===== config.mk =====
export PLATFORM = sky130hd
export DESIGN_NAME = instr_fetch_unit
export DESIGN_NICKNAME = d
export VERILOG_FILES = /design/src/rtl/wisc_pkg.sv /design/src/rtl/branch_cond_eval.sv /design/src/rtl/instr_fetch_unit.sv
export SDC_FILE = /design/constraint.sdc
export NUM_CORES = 1
export LEC_CHECK = 0
export CORE_MARGIN = 5
export CORE_UTILIZATION = 41
export CTS_CLUSTER_DIAMETER = 30
export DETAILED_ROUTE_END_ITERATION = 8
export HOLD_SLACK_MARGIN = 0.15
export PLACE_DENSITY_LB_ADDON = 0.15
export SYNTH_ARGS = -nofsm -noshare
export SYNTH_HDL_FRONTEND = slang
export SYNTH_SLANG_ARGS = --single-unit

===== constraint.sdc =====
create_clock -name clk -period 3.3 [get_ports clk]
set_clock_uncertainty 0.2 [all_clocks]
set_input_delay 0.66 -clock clk [delete_from_list [all_inputs] [get_ports clk]]
set_output_delay 0.66 -clock clk [all_outputs]
set_load 0.01 [all_outputs]

===== src/rtl/wisc_pkg.sv =====
// rtl/wisc_pkg.sv - shared WISC opcode, condition-code and fetch FSM definitions
package wisc_pkg;

  localparam int INSTR_W = 16;

  localparam logic [3:0] OP_ADD    = 4'h0;
  localparam logic [3:0] OP_SUB    = 4'h1;
  localparam logic [3:0] OP_XOR    = 4'h2;
  localparam logic [3:0] OP_RED    = 4'h3;
  localparam logic [3:0] OP_SRA    = 4'h4;
  localparam logic [3:0] OP_SLL    = 4'h5;
  localparam logic [3:0] OP_ROR    = 4'h6;
  localparam logic [3:0] OP_PADDSB = 4'h7;
  localparam logic [3:0] OP_LW     = 4'h8;
  localparam logic [3:0] OP_SW     = 4'h9;
  localparam logic [3:0] OP_LLB    = 4'hA;
  localparam logic [3:0] OP_LHB    = 4'hB;
  localparam logic [3:0] OP_B      = 4'hC;
  localparam logic [3:0] OP_BR     = 4'hD;
  localparam logic [3:0] OP_PCS    = 4'hE;
  localparam logic [3:0] OP_HLT    = 4'hF;

  localparam logic [2:0] CC_NE  = 3'b000;
  localparam logic [2:0] CC_EQ  = 3'b001;
  localparam logic [2:0] CC_GT  = 3'b010;
  localparam logic [2:0] CC_LT  = 3'b011;
  localparam logic [2:0] CC_GE  = 3'b100;
  localparam logic [2:0] CC_LE  = 3'b101;
  localparam logic [2:0] CC_OV  = 3'b110;
  localparam logic [2:0] CC_UNC = 3'b111;

  typedef enum logic [1:0] {
    ST_REQ   = 2'd0,
    ST_CAPT  = 2'd1,
    ST_ISSUE = 2'd2,
    ST_HALT  = 2'd3
  } fetch_state_e;

endpackage


===== src/rtl/branch_cond_eval.sv =====
// rtl/branch_cond_eval.sv - combinational branch condition evaluation from Z/V/N flags
module branch_cond_eval
  import wisc_pkg::*;
(
  input  logic [2:0] ccc,
  input  logic       z,
  input  logic       v,
  input  logic       n,
  output logic       taken
);

  always_comb begin
    taken = 1'b0;
    case (ccc)
      CC_NE:   taken = !z;
      CC_EQ:   taken = z;
      CC_GT:   taken = !z && !n;
      CC_LT:   taken = n;
      CC_GE:   taken = z || (!z && !n);
      CC_LE:   taken = n || z;
      CC_OV:   taken = v;
      CC_UNC:  taken = 1'b1;
      default: taken = 1'b0;
    endcase
  end

endmodule


===== src/rtl/instr_fetch_unit.sv =====
// rtl/instr_fetch_unit.sv - PC holder and instruction fetch with valid/ready issue to decode
module instr_fetch_unit
  import wisc_pkg::*;
#(
  parameter logic [INSTR_W-1:0] RESET_PC = 16'h0000
) (
  input  logic               clk,
  input  logic               rst,
  output logic [15:0]        imem_addr,
  output logic               imem_re,
  input  logic [INSTR_W-1:0] imem_rdata,
  output logic [INSTR_W-1:0] instr,
  output logic               instr_valid,
  input  logic               instr_ready,
  output logic [15:0]        pc,
  output logic [15:0]        pc_plus2,
  input  logic               flag_z,
  input  logic               flag_v,
  input  logic               flag_n,
  input  logic [15:0]        br_reg_target,
  output logic               halted
);

  fetch_state_e state;
  logic [3:0]   opcode;
  logic         taken;
  logic [15:0]  br_offset;
  logic [15:0]  next_pc;
  logic         handshake;

  assign opcode    = instr[15:12];
  assign pc_plus2  = pc + 16'd2;
  assign imem_addr = pc;
  // The read strobe must be live in the very first cycle after reset releases.
  assign imem_re   = (state == ST_REQ) && !rst;
  assign handshake = (state == ST_ISSUE) && instr_ready;

  branch_cond_eval u_cond (
    .ccc   (instr[11:9]),
    .z     (flag_z),
    .v     (flag_v),
    .n     (flag_n),
    .taken (taken)
  );

  always_comb begin
    br_offset = {{6{instr[8]}}, instr[8:0], 1'b0};
    next_pc   = pc_plus2;
    case (opcode)
      OP_B:    if (taken) next_pc = pc_plus2 + br_offset;
      OP_BR:   if (taken) next_pc = br_reg_target;
      default: next_pc = pc_plus2;
    endcase
  end

  always_ff @(posedge clk or posedge rst) begin
    if (rst) begin
      state       <= ST_REQ;
      pc          <= RESET_PC;
      instr       <= '0;
      instr_valid <= 1'b0;
      halted      <= 1'b0;
    end else begin
      case (state)
        ST_REQ: begin
          state <= ST_CAPT;
        end
        ST_CAPT: begin
          instr       <= imem_rdata;
          instr_valid <= 1'b1;
          state       <= ST_ISSUE;
        end
        ST_ISSUE: begin
          if (handshake) begin
            instr_valid <= 1'b0;
            if (opcode == OP_HLT) begin
              halted <= 1'b1;
              state  <= ST_HALT;
            end else begin
              pc    <= next_pc;
              state <= ST_REQ;
            end
          end
        end
        ST_HALT: begin
          state <= ST_HALT;
        end
        default: begin
          state <= ST_REQ;
        end
      endcase
    end
  end

endmodule


==> After elaboration in Yosys (flattened, before gate mapping) <==
Cells that the tools add are included.
{ "word_totals": {"reg_bits": 36, "out_inout_bits": 67, "word_cells": 45, "input_bits": 38} }
{ "op_classes": {"n_mux": 9, "n_addsub": 2, "n_bitwise": 1, "n_reduce_logical": 14, "n_eq_ne": 14} }
{ "ops": {"columns": ["op", "count"], "rows": [
  ["16-bit two-way mux", 2],
  ["16-bit one-hot mux with 2 select lines", 1],
  ["16-bit adder", 1],
  ["16-bit by 2-bit adder with 16-bit output (second input constant)", 1],
  ["3-bit == test (second input constant)", 4],
  ["4-bit == test (second input constant)", 3],
  ["1-bit one-hot mux with 8 select lines", 1],
  ["2-bit one-hot mux with 4 select lines", 1],
  ["3-bit by 2-bit == test with 1-bit output (second input constant)", 2],
  ["3-bit AND reduction", 2],
  ["2-bit == test (second input constant)", 2],
  ["2-bit two-way mux", 2],
  ["3-bit by 1-bit == test with 1-bit output (second input constant)", 1],
  ["1-bit logical AND", 3],
  ["1-bit logical NOT", 3],
  ["3-bit logical NOT", 1],
  ["2-bit by 1-bit == test with 1-bit output (second input constant)", 1],
  ["2-bit logical NOT", 1],
  ["1-bit logical OR", 2],
  ["2-bit inequality test (second input constant)", 1],
  ["1-bit one-hot mux with 2 select lines", 1],
  ["2-bit AND reduction", 1],
  ["2-bit nonzero test", 1],
  ["1-bit two-way mux", 1],
  ["1-bit inverter", 1]
]} }

==> Longest topological paths before layout <==
{ "logic_depth": {"word_depth": 6, "mapped_depth": 14, "ltp_nobuf": 11} }

==> By module <==
From an unflattened synthesis, not the netlist that was laid out.
{ "unflattened": {"cells_unflattened": 316, "hier_area_um2": 2807.7} }
{ "by_module_without_submodules": {"columns": ["mod", "seq_area_each_um2", "cells_each", "area_each_um2", "n_inst"], "rows": [
  ["instr_fetch_unit", 900.9, 305, 2731.4, 1],
  ["branch_cond_eval", 0.0, 11, 76.3, 1]
]} }

==> Least setup slack after synthesis <==
OpenSTA, ideal clock, no wires.
{ "synth_timing": {"path_kind": "flip-flop to flip-flop", "startpoint": "register pc[3] (netlist: imem_addr[3])", "endpoint": "register pc[14] (netlist: imem_addr[14])", "required_time_ns": 2.976, "path_stages_with_launch": 14, "period_less_slack_ns": 3.412, "slack_ns": -0.112, "n_path_buf": 2, "t_arrival_ns": 3.088, "setup_time_ns": 0.124, "path_cell_list": "dfrtp_1 clkbuf_2 and4_1 clkbuf_1 and2_1 nand2_1 xnor2_1 ha_1 and2_1 a221o_1 a41oi_1 nor2_1 mux2i_1 a211o_1"} }
{ "synth_via": {"elab_chain_len": 4, "word_cells_on_any_way": 5, "classes_between": "add/sub (2); mux (3)"} }
{ "synth_rtl": {"columns": ["element", "line_no", "rtl"], "rows": [
  ["start, declared", "instr_fetch_unit.sv:15", "output logic [15:0] pc,"],
  ["start signal, assigned", "instr_fetch_unit.sv:80", "pc <= next_pc;"],
  ["16-bit by 2-bit adder with 16-bit output", "instr_fetch_unit.sv:32", "assign pc_plus2 = pc + 16'd2;"],
  ["via pc_plus2[8]", "instr_fetch_unit.sv:16", "output logic [15:0] pc_plus2,"],
  ["16-bit adder", "instr_fetch_unit.sv:50", "OP_B: if (taken) next_pc = pc_plus2 + br_offset;"],
  ["16-bit two-way mux", "instr_fetch_unit.sv:50", null],
  ["16-bit one-hot mux with 2 select lines", "instr_fetch_unit.sv:49", "case (opcode)"]
]} }
The timed path passes the listed nets, and every way through them passes these cells.
A chain may end at the register's enable or synchronous reset.

==> Worst setup path after layout <==
{ "layout_timing": {"startpoint": "register pc[2] (netlist: imem_addr[2])", "endpoint": "register pc[10] (netlist: imem_addr[10])"} }
{ "layout_via": {"elab_chain_len": 4, "word_cells_on_any_way": 5, "classes_between": "add/sub (2); mux (3)"} }
{ "layout_rtl": {"columns": ["element", "line_no"], "rows": [
  ["16-bit by 2-bit adder with 16-bit output *", "instr_fetch_unit.sv:32"],
  ["16-bit adder", "instr_fetch_unit.sv:50"],
  ["16-bit two-way mux", "instr_fetch_unit.sv:50"],
  ["16-bit one-hot mux with 2 select lines *", "instr_fetch_unit.sv:49"]
]} }
Every way passes the cells marked *; elsewhere a longest branch is shown, timed or not.

==> results.ini <==
[critical_path]
critPathMaxFanout=8
setup.worst_path.end_class=flip-flop
r2r_slack_ps=190
cp_data_arrival_time_ps=3080
cp.required_ps=3270
cp-endpoint=imem_addr[10]$_DFFE_PP0P_
r2r-end=imem_addr[10]$_DFFE_PP0P_
start_kind=flip-flop
worstSetupPathType=reg -> reg
r2r_start=imem_addr[2]$_DFFE_PP0P_
setup.worst_path.start=imem_addr[2]$_DFFE_PP0P_
r2r_cells=11

[global_routing]
grt_max_degree=37
grt_use_met3_pct=4.33
grt.busiest_layer=met2
use_met2_pct=31.2
grt_usage_pct=19.5
grt_overflow=0
grt_pass1_wl_mm=13.8
gr-usage-met1_pct=26.7
antenna_found_initial=0
first_global_vias=2768

[die]
die_h_um=93.9
fp.coreArea_um2=6830
ioPinCount=105
rows=30
die_x_um=93.9
initial_core_util_pct=42.2
die-area_um2=8820

[synth]
synth-seq-area-share_pct=31.2
synth.avg_cell_area_um2=8.99
synthDistinctLibCells=63
yosysWarnings=0
synth_most_common_cell=dfrtp_1
netlist_top_cells_count=dfrtp_1, nand2_1, o21ai_0
synthMuxAreaShare_pct=7.63
synth-simple-area-share_pct=17.8
netlist_instances=321
ys_top_cells_by_area=dfrtp_1, ha_1, mux2_2, xnor2_1, buf_4
synth_top_cell_by_area=dfrtp_1
synth_nets=376
synthFlopType=dfrtp_1
ys_seq_elements=36
synthAdderAreaFrac_pct=7.63
synth-xor-area-share_pct=6.98
synth_top_family_by_area=compound AO/OA/AOI/OAI gates
synth_edf_count=0
yosysTopAreaCellShare_pct=31.2
synthArstFlopShare_pct=100
syn_area_um2=2890
synth_compound_area_share_pct=20.4

[timing]
max_freq_ghz=0.321
final.min_clock_period_ps=3110
finalCritPeriodShare_pct=94.3
tns_ps=0
hold_viol=0
maxSlewViolCount=0
rsz0062_at_grt=false
max_slew_margin_pct=68.4
worstMarginPinSlew_ps=473
setup_violations=0
fin_ws_ps=189

[cts]
clk_transition_reported_paths_ps=80
clockRootBuffer=clkbuf_8
cts_sinks=36
htreeDepth=2
clock_path_buffers=2
numCtsBuffers=5
worstSkewPairLatency_ps=290
cts_tree=done

[drt]
drt_pass1_iterations=5
drc=0
wl_per_cell_um=15.8
vias=2740
viasPerCell=5.32
first_iter_violations=166
ant_nets=0
wirelength_mm=8.11

[placed_design]
dpl.hpwl_mm=6.42
dpl-instance-area_um2=3980
pre_cts_ws_ps=161
io_buffers=104
globalplace.congestion=0.880

[power_and_ir_drop]
ir_worst_vdd_mv=0.531
switchingPower_mw=2.07
power_frac_seq_pct=19.7
p_int_mw=2.62
power_density_nw_per_um2=1140
switching_share_pct=44.2
clkPwrFrac_pct=8.4
p_leak_nw=1.67
pwr-share-comb_pct=71.9

[layout]
regArea_um2=903
fill_cells=626
nets=473
post-route-util_pct=60.5
multi_input_area_um2=1790
n_antenna_cell=0
drive_gt1_share_pct=14.6
area_delta_synth_final_pct=43.2
fin_area_um2=4130

[job]
cap_violations=0

[run_status]
outcome=finished, final reports clean

[hold_path]
hold_path_class=reg -> reg

[stage by stage]
stage          instances  hold WS [ps]  power, mW
3_3_place_gp         506           260       4.22
4_1_cts              514           288       4.68
5_1_grt              515           314       5.12
2_1_floorplan        321           293       3.04
6_report             515           283       4.69
3_5_place_dp         506           257       4.26
[per-layer routing]
| layer | vias to the layer above | share of wire [%] |
|---|---|---|
| li1 | 1351 | - |
| met1 | 1263 | 45 |
| met2 | 119 | 46 |
| met3 | 7 | 8.3 |
| met4 | 0 | 1.1 |
| met5 | - | 0 |
[critical path, cell delays in order, from the launching register on]
cell and delay (ps):
dfrtp_1 410, ha_2 300, nand2_1 160, xnor2_1 310, ha_1 360, a21o_1 200
a221o_1 310, a41oi_2 220, buf_4 160, xnor2_1 60, a21oi_1 200, o21ai_0 110
[cell type report]
class	count	area share, %
multi-input cells	244	43.2
clock buffers	5	1.67
well taps	96	2.91
clock inverters	3	1.03
inverters	9	0.818
flip-flops and latches	36	21.9
repair buffers	122	28.5
[layout by cell type (no fill, tap or decap), drive strengths merged, types with 4 or more instances in the layout]
| cell | instances |
|---|---|
| inv | 9 |
| mux2 | 16 |
| mux2i | 4 |
| buf | 18 |
| clkdlybuf4s50 | 104 |
| o211ai | 4 |
| nand4 | 5 |
| a21o | 7 |
| a31oi | 7 |
| nor3 | 6 |
| xnor2 | 18 |
| nand3 | 12 |
| dfrtp | 36 |
| o21ai | 23 |
| nand2 | 31 |
| clkbuf | 5 |
| nor2 | 18 |
| a21oi | 18 |
| and4 | 4 |
| xor2 | 5 |
| a211oi | 5 |
| ha | 16 |
[worst min-delay path by stage]
| stage | start | endpoint | cells after the start |
|---|---|---|---|
| 2_1_floorplan | halted$_DFFE_PP0P_ | halted$_DFFE_PP0P_ | 1 |
| 3_3_place_gp | halted$_DFFE_PP0P_ | halted$_DFFE_PP0P_ | 1 |
| 3_5_place_dp | halted$_DFFE_PP0P_ | halted$_DFFE_PP0P_ | 1 |
| 4_1_cts | halted$_DFFE_PP0P_ | halted$_DFFE_PP0P_ | 1 |
| 5_1_grt | halted$_DFFE_PP0P_ | halted$_DFFE_PP0P_ | 1 |
| 6_report | halted$_DFFE_PP0P_ | halted$_DFFE_PP0P_ | 1 |
[cell families (layout without fill, tap and decap cells)]
logic type	after synthesis	count (layout)
xor+xnor	23	23
fa+ha+maj	17	17
mux	20	20
simple gates	97	97
flops	36	36
buf+inv	41	139
compound gates	87	87
[registers in the layout (all words and copies together), names as in the netlist]
signal / count
imem_addr: 16
instr_valid: 1
halted: 1
state: 2
instr: 16
[power groups by stage]
stage	Combinational [mW]	Clock [mW]	Sequential, mW
finish	3.38	0.393	0.925
global route	3.73	0.422	0.973
CTS	3.35	0.405	0.918
global placement	3.30	0	0.917
floorplan	2.05	0	0.986
detailed placement	3.34	0	0.924
[repair_timing]
| item | CTS | global route |
|---|---|---|
| buffers inserted | 0 | 1 |
| resized for setup | 0 | 8 |
| hold buffers | 0 | 0 |
| endpoints found under the setup margin | 0 | 10 |
No activity file was read; power rests on OpenSTA's default activity.
==> RTL edit 1: new RTL, same settings <==
Register the input `br_reg_target` before use, without a reset. The logic sees it one clock later. The other inputs are not delayed to match.
--- a/src/rtl/instr_fetch_unit.sv
+++ b/src/rtl/instr_fetch_unit.sv
@@ -20,6 +20,12 @@
   input  logic [15:0]        br_reg_target,
   output logic               halted
 );
+
+  logic [15:0] br_reg_target_q;
+
+  always_ff @(posedge clk) begin
+    br_reg_target_q <= br_reg_target;
+  end
 
   fetch_state_e state;
   logic [3:0]   opcode;
@@ -48,7 +54,7 @@
     next_pc   = pc_plus2;
     case (opcode)
       OP_B:    if (taken) next_pc = pc_plus2 + br_offset;
-      OP_BR:   if (taken) next_pc = br_reg_target;
+      OP_BR:   if (taken) next_pc = br_reg_target_q;
       default: next_pc = pc_plus2;
     endcase
   end
Formal check against the unedited RTL: not equivalent (Yosys sat finds a counterexample within 4 cycles, from zero or initial values and one cycle with rst high).
==> RTL edit 1 against the original RTL <==
- non-clock buffer count rose by 5
- via count is 5.4% higher
- global-route usage shrank 1.5 points
- routed wire length grew 9.4%
- hold slack lost 0.021 ns
- sequential cell count rose by 16
- first-iteration DRC count rose by 43%
- setup slack worse by 0.12 ns
- design area up 11%
- power up 2.3%
- area after synthesis is 12% higher
- critical endpoint is now pc_plus2[13]
==> RTL edit 1: results (changes against the original RTL) <==
Run status
  – Status: finished clean

Routing
  – Number of optimization iterations in the first detailed-route pass: 4 (-1)
  – Via count normalized by instance count: 5.35 (+0.52%)
  – 1st-iter DRT viols: 237 (+43%)
  – DRC: 0 (unchanged)
  – Routed WL per cell: 16.4 um (+4.4%)

Min path
  – Hold Crit Depth: 1 (unchanged)
  – Hold worst-path end: imem_addr[0]$_DFFE_PP0P_
  – Tightest Hold Check Type: flip-flop to flip-flop
  – Beginning of the worst hold path: br_reg_target_q[0]$_DFF_P_

Synth
  – Cell types with the largest area share after synthesis: dfrtp_1, dfxtp_1, ha_1
  – Most common library cells after synthesis: dfrtp_1, nand2_1, o21ai_1
  – Ys Warns: 0 (unchanged)
  – Count of cell types in the netlist: 59 (-6.3%)
  – Share of flip-flops with an asynchronous set or reset: 0.692 (-0.308)
  – Portion of the post-synthesis area used by sequential elements: 0.377 (+0.0650)
  – Net Count, Synth: 389 (+3.5%)

Setup path
  – Worst R2R End: imem_addr[15]$_DFFE_PP0P_
  – Startpoint of the lowest-slack register-to-register path: imem_addr[1]$_DFFE_PP0P_
  – Cell depth of the worst flop-to-flop path: 13 (+2)
  – Kind of start point of the critical path: flip-flop
  – Flop2flop setup slack: 0.16 ns (-0.03 ns)
  – Top fanout value on the critical path: 7 (-1)
  – Critical Path Sink Type: primary output
  – Data arrival time of the critical path: 2.37 ns (-0.71 ns)

Pwr
  – Peak supply drop: 456 uV (-14%)
  – Leakage dissipation: 1.90 nW (+13%)

Place
  – Number of input and output port buffers inserted: 104 (unchanged)
  – Placement Setup Slack: 0.142 ns (-0.0190 ns)
  – Hpwl dp: 6.78 mm (+5.5%)
  – Routability congestion estimate: 0.877 (-0.33%)

Layout
  – Share of final-layout standard cells stronger than drive strength 1: 0.160 (+0.0142)
  – Net count reported at finish: 493 (+4.2%)
  – Antenna diode instance count: 0 (unchanged)

Global routing
  – First-pass GRT wire length: 14.4 mm (+4.7%)
  – Largest net degree at the start of global routing: 37 (unchanged)
  – Initial antenna violation count: 0 (unchanged)
  – Via count of the first global-routing pass: 2,871 (+3.7%)
  – Total GRT Usage: 0.180 (-0.0154)
  – Grt ovf: 0 (unchanged)

CTS
  – Source-to-sink clock delay at the later pin of the worst-skew pair: 0.31 ns (+0.02 ns)
  – Clock tree root buffer cell: clkbuf_8
  – Worst-case clock buffer depth: 2 (unchanged)
  – Cts bufs inserted: 5 (unchanged)
  – Worst-path clk slew: 0.10 ns (+0.02 ns)
  – Count of H-tree levels built during CTS: 2 (unchanged)

Timing
  – Actual transition at the worst max-transition pin: 0.773 ns (+0.299 ns)
  – Maximum clock frequency: 309 MHz (-3.8%)
==> RTL edit 1: cell count changes in the layout (fill, tap and decap cells not counted), moves of 4 or more <==
cell / before / now
dfxtp_1: 0 / 16
o21ai_1: 3 / 19
o21ai_0: 19 / 7
xnor2_1: 15 / 7
nand3_1: 11 / 5
xor2_1: 4 / 10
buf_4: 18 / 22
nand2_1: 31 / 27
nand2b_1: 1 / 5
==> RTL edit 1: cell type report <==
cell class | count | area [um2]
flip-flops and latches | 52 | 1220
clock inverters | 2 | 38.8
multi-input cells | 245 | 1870
well taps | 102 | 128
repair buffers | 127 | 1220
clock buffers | 6 | 82.6
inverters | 6 | 22.5
fillers | 679 | 3140
==> RTL edit 1: per-stage QoR <==
stage / cell area (um2) / hold slack (ns) / instances / power, mW
after global routing: 4590 / 0.273 / 540 / 5.17
after detailed placement: 4390 / 0.243 / 530 / 4.28
after floorplan: 3240 / 0.224 / 333 / 3.07
after CTS: 4530 / 0.267 / 539 / 4.79
final: 4590 / 0.262 / 540 / 4.80
after global placement: 4390 / 0.232 / 530 / 4.25
==> RTL edit 1: timing repair <==
action | in CTS | in global routing
resized for setup | 5 | 8
setup endpoints to repair | 3 | 6
setup buffers | 1 | 1
pin swaps | 1 | 1
==> RTL edit 1: power by group <==
part	leakage [nW]	internal, mW	switching (mW)	total [mW]
sequential	0.557	0.855	0.287	1.14
combinational	1.28	1.63	1.56	3.19
clock	0.0614	0.248	0.224	0.473
total	1.90	2.73	2.07	4.80
==> RTL edit 1: cell families after synthesis <==
| group | share of synthesized area |
|---|---|
| mux | 0.0723 |
| flops | 0.377 |
| fa+ha+maj | 0.0719 |
| simple gates | 0.173 |
| xor+xnor | 0.0541 |
| compound gates | 0.187 |
| buf+inv | 0.0649 |
==> RTL edit 1: how the worst max path moves through the flow <==
stage / end / cells after the start
2_1_floorplan: imem_addr[12]$_DFFE_PP0P_ / 11
3_3_place_gp: imem_addr[15]$_DFFE_PP0P_ / 11
3_5_place_dp: imem_addr[15]$_DFFE_PP0P_ / 12
4_1_cts: pc_plus2[15] / 5
5_1_grt: pc_plus2[13] / 6
6_report: pc_plus2[13] / 6
==> RTL edit 1: critical path: stages, from the launching register on <==
cell and delay [ns]:
dfrtp_1 0.37, ha_1 0.27, nand3_4 0.17, nor3_4 0.26
nand3_1 0.14, xnor2_2 0.25, clkdlybuf4s50_1 0.59
==> RTL edit 1: metal layers <==
metal | GRT usage | vias to the layer above | part of all wire
met3 | 0.0460 | 12 | 0.090
met2 | 0.285 | 115 | 0.46
met1 | 0.244 | 1356 | 0.43
met4 | 0.0494 | 0 | 0.013
met5 | 0 | - | 0
li1 | - | 1405 | -
==> RTL edit 2: new RTL, same flow settings <==
Made on the original files. The package constant `INSTR_W` goes from 16 to 18.
--- a/src/rtl/wisc_pkg.sv
+++ b/src/rtl/wisc_pkg.sv
@@ -1,7 +1,7 @@
 // rtl/wisc_pkg.sv - shared WISC opcode, condition-code and fetch FSM definitions
 package wisc_pkg;
 
-  localparam int INSTR_W = 16;
+  localparam int INSTR_W = 18;
 
   localparam logic [3:0] OP_ADD    = 4'h0;
   localparam logic [3:0] OP_SUB    = 4'h1;
Ports: changed (resized imem_rdata and instr); port bits go from 105 to 109. No check against the original RTL was run, so the function may have changed too.
==> RTL edit 2 against the original RTL <==
- setup slack got worse by 0.13 ns
- sequential cell count is 2 higher
- critical path depth fell by 4
- sequential share of layout area fell by 0.14 points
- design area up 6.1%
- clock power is 25% higher
- power rose by 4.5%
- routed wire length grew 5.7%
- count of clock-buffer cells in the layout stayed put
- area after synthesis about the same
- first-iteration DRC count grew 51%
- critical path type is now flip-flop to primary output
- critical endpoint is now pc_plus2[14]
- largest cell class unchanged
==> RTL edit 2: results (changes against the original RTL) <==
Run status
  – Status: finished clean

Pwr
  – Peak supply drop: 600 uV (+13%)
  – Fraction of power spent switching nets: 0.426 (-0.0162)
  – Flip-flop and latch power: 0.964 mW (+4.2%)
  – Comb power: 3.45 mW (+2%)
  – Leakage dissipation: 1.83 nW (+9.2%)
  – Clock group: 0.490 mW (+25%)

Synth
  – Portion of the post-synthesis area used by sequential elements: 0.329 (+0.0172)
  – Count of mapped cells out of synthesis: 320 (-0.31%)
  – Net Count, Synth: 377 (+0.27%)
  – Cell types with the largest area share after synthesis: dfrtp_1, mux2_2, ha_1
  – Count of cell types in the netlist: 52 (-17%)

Place
  – Inst Count DP: 523 (+3.4%)
  – Routability congestion estimate: 0.894 (+1.7%)
  – Number of input and output port buffers inserted: 108 (+3.8%)
  – Cell Area, Placed: 4160 um2 (+4.4%)
  – Hpwl dp: 6.64 mm (+3.4%)

Setup path
  – Critical Path Max Stage Delay: 0.54 ns (+0.13 ns)
  – Startpoint of the lowest-slack register-to-register path: imem_addr[1]$_DFFE_PP0P_
  – Critical path class: flip-flop to primary output
  – Cell depth of the worst flop-to-flop path: 13 (+2)
  – Cell type of the slowest stage on the worst timing path: clkdlybuf4s50_1
  – Top fanout value on the critical path: 3 (-5)
  – Worst R2R End: imem_addr[15]$_DFFE_PP0P_

Global routing
  – Met1 demand-to-capacity share in global routing: 0.259 (-0.00778)
  – Via count of the first global-routing pass: 2,869 (+3.6%)
  – First-pass GRT wire length: 14.0 mm (+1.7%)
  – Met2 capacity usage during global routing: 0.338 (+0.0260)
  – Total GRT Usage: 0.199 (+0.00367)

Routing
  – Number of optimization iterations in the first detailed-route pass: 4 (-1)
  – Routed WL per cell: 16.1 um (+2.3%)
  – 1st-iter DRT viols: 250 (+51%)

Layout
  – Post-route non-filler standard cell count: 532 (+3.3%)

Timing
  – Actual transition at the worst max-transition pin: 0.496 ns (+0.0226 ns)
RTL edit 2: cell types whose count changed after synthesis, sizes merged, moves of 4 or more:
cell   before  now
nand2      31   25
o21ai      23   29
mux2       16   21
a21oi      18   22
a31oi       7    3
nor3        6   10
xnor2      18   14
xor2        5    9
RTL edit 2: cells by family after synthesis:
kind of cell,count (synthesis),synth area share
mux,24,0.0923
compound gates,86,0.190
xor+xnor,23,0.0698
simple gates,94,0.169
buf+inv,38,0.0728
fa+ha+maj,17,0.0763
flops,38,0.329
RTL edit 2: routing by layer:
| metal | wire [um] | share of wire |
|---|---|---|
| met5 | 0 | 0 |
| met4 | 72 | 0.0084 |
| met3 | 634 | 0.074 |
| met2 | 4110 | 0.48 |
| met1 | 3760 | 0.44 |
RTL edit 2: area by class of cell:
cell class	instances	area (um2)
clock buffer	5	68.8
clock inverter	3	68.8
fill	586	2450
inverter	8	30.0
multi-input combinational	244	1820
sequential	38	952
tap	96	120
timing repair buffer	138	1320
